==> config.mk <==
export PLATFORM = sky130hd
export DESIGN_NAME = scalar_registers
export DESIGN_NICKNAME = d
export VERILOG_FILES = /design/src/rtl/scalar_registers.sv
export SDC_FILE = /design/constraint.sdc
export NUM_CORES = 2
export LEC_CHECK = 0
export ABC_AREA = 0
export ABC_CLOCK_PERIOD_IN_PS = 2300
export CAP_MARGIN = 20
export CORE_MARGIN = 3
export CORE_UTILIZATION = 35
export CTS_CLUSTER_SIZE = 14
export DETAILED_ROUTE_END_ITERATION = 12
export DONT_BUFFER_PORTS = 1
export PLACE_DENSITY = 0.5
export SLEW_MARGIN = 15
export SYNTH_ARGS = -nofsm -noshare
export SYNTH_HDL_FRONTEND = slang
export SYNTH_SLANG_ARGS = --single-unit
==> constraint.sdc <==
create_clock -name clk -period 2.3 [get_ports clk]
set_input_delay 0.345 -clock clk [delete_from_list [all_inputs] [get_ports clk]]
set_output_delay 0.345 -clock clk [all_outputs]
set_load 0.01 [all_outputs]
==> src/rtl/scalar_registers.sv <==
// Scalar register file: 2**ADDR_WIDTH x DATA_WIDTH, one synchronous write port,
// two combinational read ports. Register 0 is ordinary storage.
module scalar_registers #(
  parameter int DATA_WIDTH = 32,
  parameter int ADDR_WIDTH = 5
) (
  input  logic                  WriteEn,
  input  logic                  clk,
  input  logic [ADDR_WIDTH-1:0] Rs1,
  input  logic [ADDR_WIDTH-1:0] Rs2,
  input  logic [ADDR_WIDTH-1:0] rd,
  input  logic [DATA_WIDTH-1:0] InputData,
  output logic [DATA_WIDTH-1:0] Rout1,
  output logic [DATA_WIDTH-1:0] Rout2,
  input  logic                  rst
);

  localparam int unsigned NREGS = 2 ** ADDR_WIDTH;

  logic [DATA_WIDTH-1:0] regs [NREGS];

  // Reset wins over a write on the same edge; reads see stored contents only.
  always_ff @(posedge clk) begin
    if (rst) begin
      for (int unsigned i = 0; i < NREGS; i++) begin
        regs[i] <= '0;
      end
    end else if (WriteEn) begin
      regs[rd] <= InputData;
    end
  end

  assign Rout1 = regs[Rs1];
  assign Rout2 = regs[Rs2];

endmodule

==> qor.csv <==
stage;metric;value;unit
run_status;status;finished, violations left;
run_status;failing checks;setup timing;
layout;share of cells above drive strength 1;15.71;%
die;num ports;114;
drt;routed vias;39874;
placement;placed cell count;6689;
run;max-cap viol count;0;
grt;initial antenna violation count;29;
critical_path;Worst path depth;7;
critical_path;crit path buf inv count;2;
synth;unique cell type count in the Yosys netlist;31;
critical_path;crit-path cells;mux2i_1, a22o_1, nor3_1, a31oi_1, buf_4, nand3_4, buf_6;
layout;fillers;14769;
die;core area;159300;um2
layout;register name with the most flops;regs;
grt;maximum number of pins on one net before global-route repair;513;
grt;GRT overflow;0;
placement;DP Worst Slack;-0.1279;ns
layout;Largest regs;regs x1024;
synth;asr flop ratio synth;0;%
clock_network;TritonCTS clock tree;done;
drt;Avg WL per Cell;32.11;um
timing;period utilization;109.6;%
drt;1st-iter DRT viols;4148;
synth;Syn Inst Count;4640;
layout;Register Area;30750;um2
synth;register area share after synthesis;54.45;%
timing;Final Hold Fails;0;
placement;post-DP HPWL;128500;um
critical_path;crit path max-delay cell type;edfxtp_1;
timing;Period minus WS final;2.520;ns
clock_network;Worst-path clk slew;0.06;ns
timing;final slew viol count;0;
grt;vias in the first global route;38759;
timing;final setup fails;63;
layout;max reg flops;1024;
layout;area of the multi-input gates;24520;um2
placement;I/O Buffers;0;
power_and_ir_drop;PD cells;696.4;nW/um2
die;full die area;166200;um2
power_and_ir_drop;Static Leakage;0.02605;uW
critical_path;CP max stage delay;0.40;ns
critical_path;delay-heaviest family, CP;flip-flops;
clock_network;TritonCTS Buffers;118;
timing;Slew headroom;24.20;%
clock_network;Clock Tree Root;clkbuf_16;
die;# rows;146;
layout;Finished Layout Cells;6996;
hold_path;Hold Crit Depth;2;
synth;top cell type's share of synthesized area;54.45;%
synth;synthesized area per cell;12.17;um2
critical_path;CP startpoint kind;flip-flop;
synth;Post-Synthesis Net Count;4690;
drt;DRC;0;
synth;Yosys reg bits;1024;
critical_path;crit path kind;reg2out;
critical_path;Setup crit end kind;output pin;
drt;Antenna Nets Post-Route;0;
drt;Post-Route WL;224600;um
timing;Max Clock Freq;0.3969;GHz
placement;RePlAce Congestion;0.8072;
synth;top_reg_cell synth;edfxtp_1;
timing;Final WS setup;-0.2198;ns
critical_path;Critical Path RT;1.96;ns
layout;Area Overhead vs Synth;18.57;%
synth;most frequent cell after synthesis;and2_1;
synth;Post-synth top cells;1026 x and2_1, 1024 x edfxtp_1, 1024 x mux2i_1, 195 x nand2_1, 193 x nand3_1;
die;Die Height;407.7;um
grt;GRT Util Overall;25.23;%
critical_path;critical path data arrival time;2.17;ns
die;Initial Util;35.45;%
clock_network;clock buffer depth;3;
drt;vias per cell;5.700;
synth;Synth area leaders;edfxtp_1 54%, mux2i_1 18%, and2_1 11%;
drt;first-pass iteration count of the detailed router;5;
layout;Layout Nets;4786;
synth;post-synthesis cell area;56470;um2
synth;number of synthesized flops with an enable pin;1024;
timing;RSZ-0062 raised after global routing;true;
timing;setup tns final;-8.171;ns
synth;Synth area leader;edfxtp_1;
synth;Yosys Warn Count;0;
timing;measured slew at the worst slew-check pin;1.133;ns
clock_network;clk sinks;1024;
power_and_ir_drop;worst vdd ir;0.6329;mV
hold_path;hold crit path type;in2reg;
layout;Layout Utilization;42.03;%
critical_path;Crit Path Max Fanout;2;
grt;first-pass GRT wire length;300800;um
clock_network;CTS H-tree lvls;3;
die;Die X;407.7;um
-- final timing paths --
path | from | end | slack [ns]
hold / removal | rst | regs[7][9]$_SDFFCE_PN0P_ | 0.09
setup / recovery | regs[7][27]$_SDFFCE_PN0P_ | Rout2[27] | -0.22
-- what timing repair did --
action,4_1_cts,5_1_grt
setup endpoints to repair,64,64
hold buffers,46,0
pin swaps,96,81
resized for setup,201,38
buffers inserted,0,0
gates cloned,0,24
endpoints found under the hold margin,1024,0
-- stage by stage --
| step | cell area (um2) | hold WS [ns] | power [uW] |
|---|---|---|---|
| floorplan | 56470 | 0.5432 | 25590 |
| global placement | 60780 | 0.5459 | 27450 |
| detailed placement | 60780 | 0.5482 | 27490 |
| CTS | 65900 | 0.02350 | 46080 |
| global route | 66930 | 0.05166 | 47970 |
| finish | 66950 | 0.08904 | 46630 |
-- power by group --
group	internal [uW]	total, uW	switching (uW)
clock network	9940	18100	8110
logic	2530	6510	3980
registers	21500	22100	522
-- kinds of logic (layout without fill, tap and decap cells) --
family                 Yosys count  after routing  share of synthesized area, %
AOI/OAI and AO/OA              576            576                         6.949
buffers and inverters          448            645                         4.338
DFF                           1024           1024                         54.45
muxes                         1024           1024                         18.15
other                            0             13                             0
and+or+nand+nor               1568           1568                         16.11
-- placed cells by master, fill, tap and decap left out, drive strengths merged, types with 2 or more instances in the layout --
cell            n
dlygate4sd3    37
nor2           36
edfxtp       1024
a22o          128
mux2i        1024
nand3b          4
or2            34
nor2b           4
and2         1026
or3b            2
diode          13
buf           369
a22oi         192
bufinv          4
nand2b          5
a31oi          64
or3             2
nor3           64
clkbuf        172
clkinv         61
nand2         196
nand3         194
a21oi         192
-- cell type report --
| cell class | instances | share of cell area (%) |
|---|---|---|
| Clock inverter | 67 | 0.7531 |
| Timing Repair Buffer | 424 | 7.994 |
| Tap cell | 2146 | 4.010 |
| Clock buffer | 154 | 4.644 |
| Sequential cell | 1024 | 45.93 |
| Antenna cell | 13 | 0.04859 |
| Multi-Input combinational cell | 3168 | 36.62 |
-- layer usage --
layer	routed length, um	track usage, %	share of wire [%]
met1	95970	34.72	43
met2	101900	39.79	45
met3	18730	4.801	8.3
met4	7999	8.727	3.6
met5	13	0	0.0058
No activity file was read; power rests on OpenSTA's default activity.
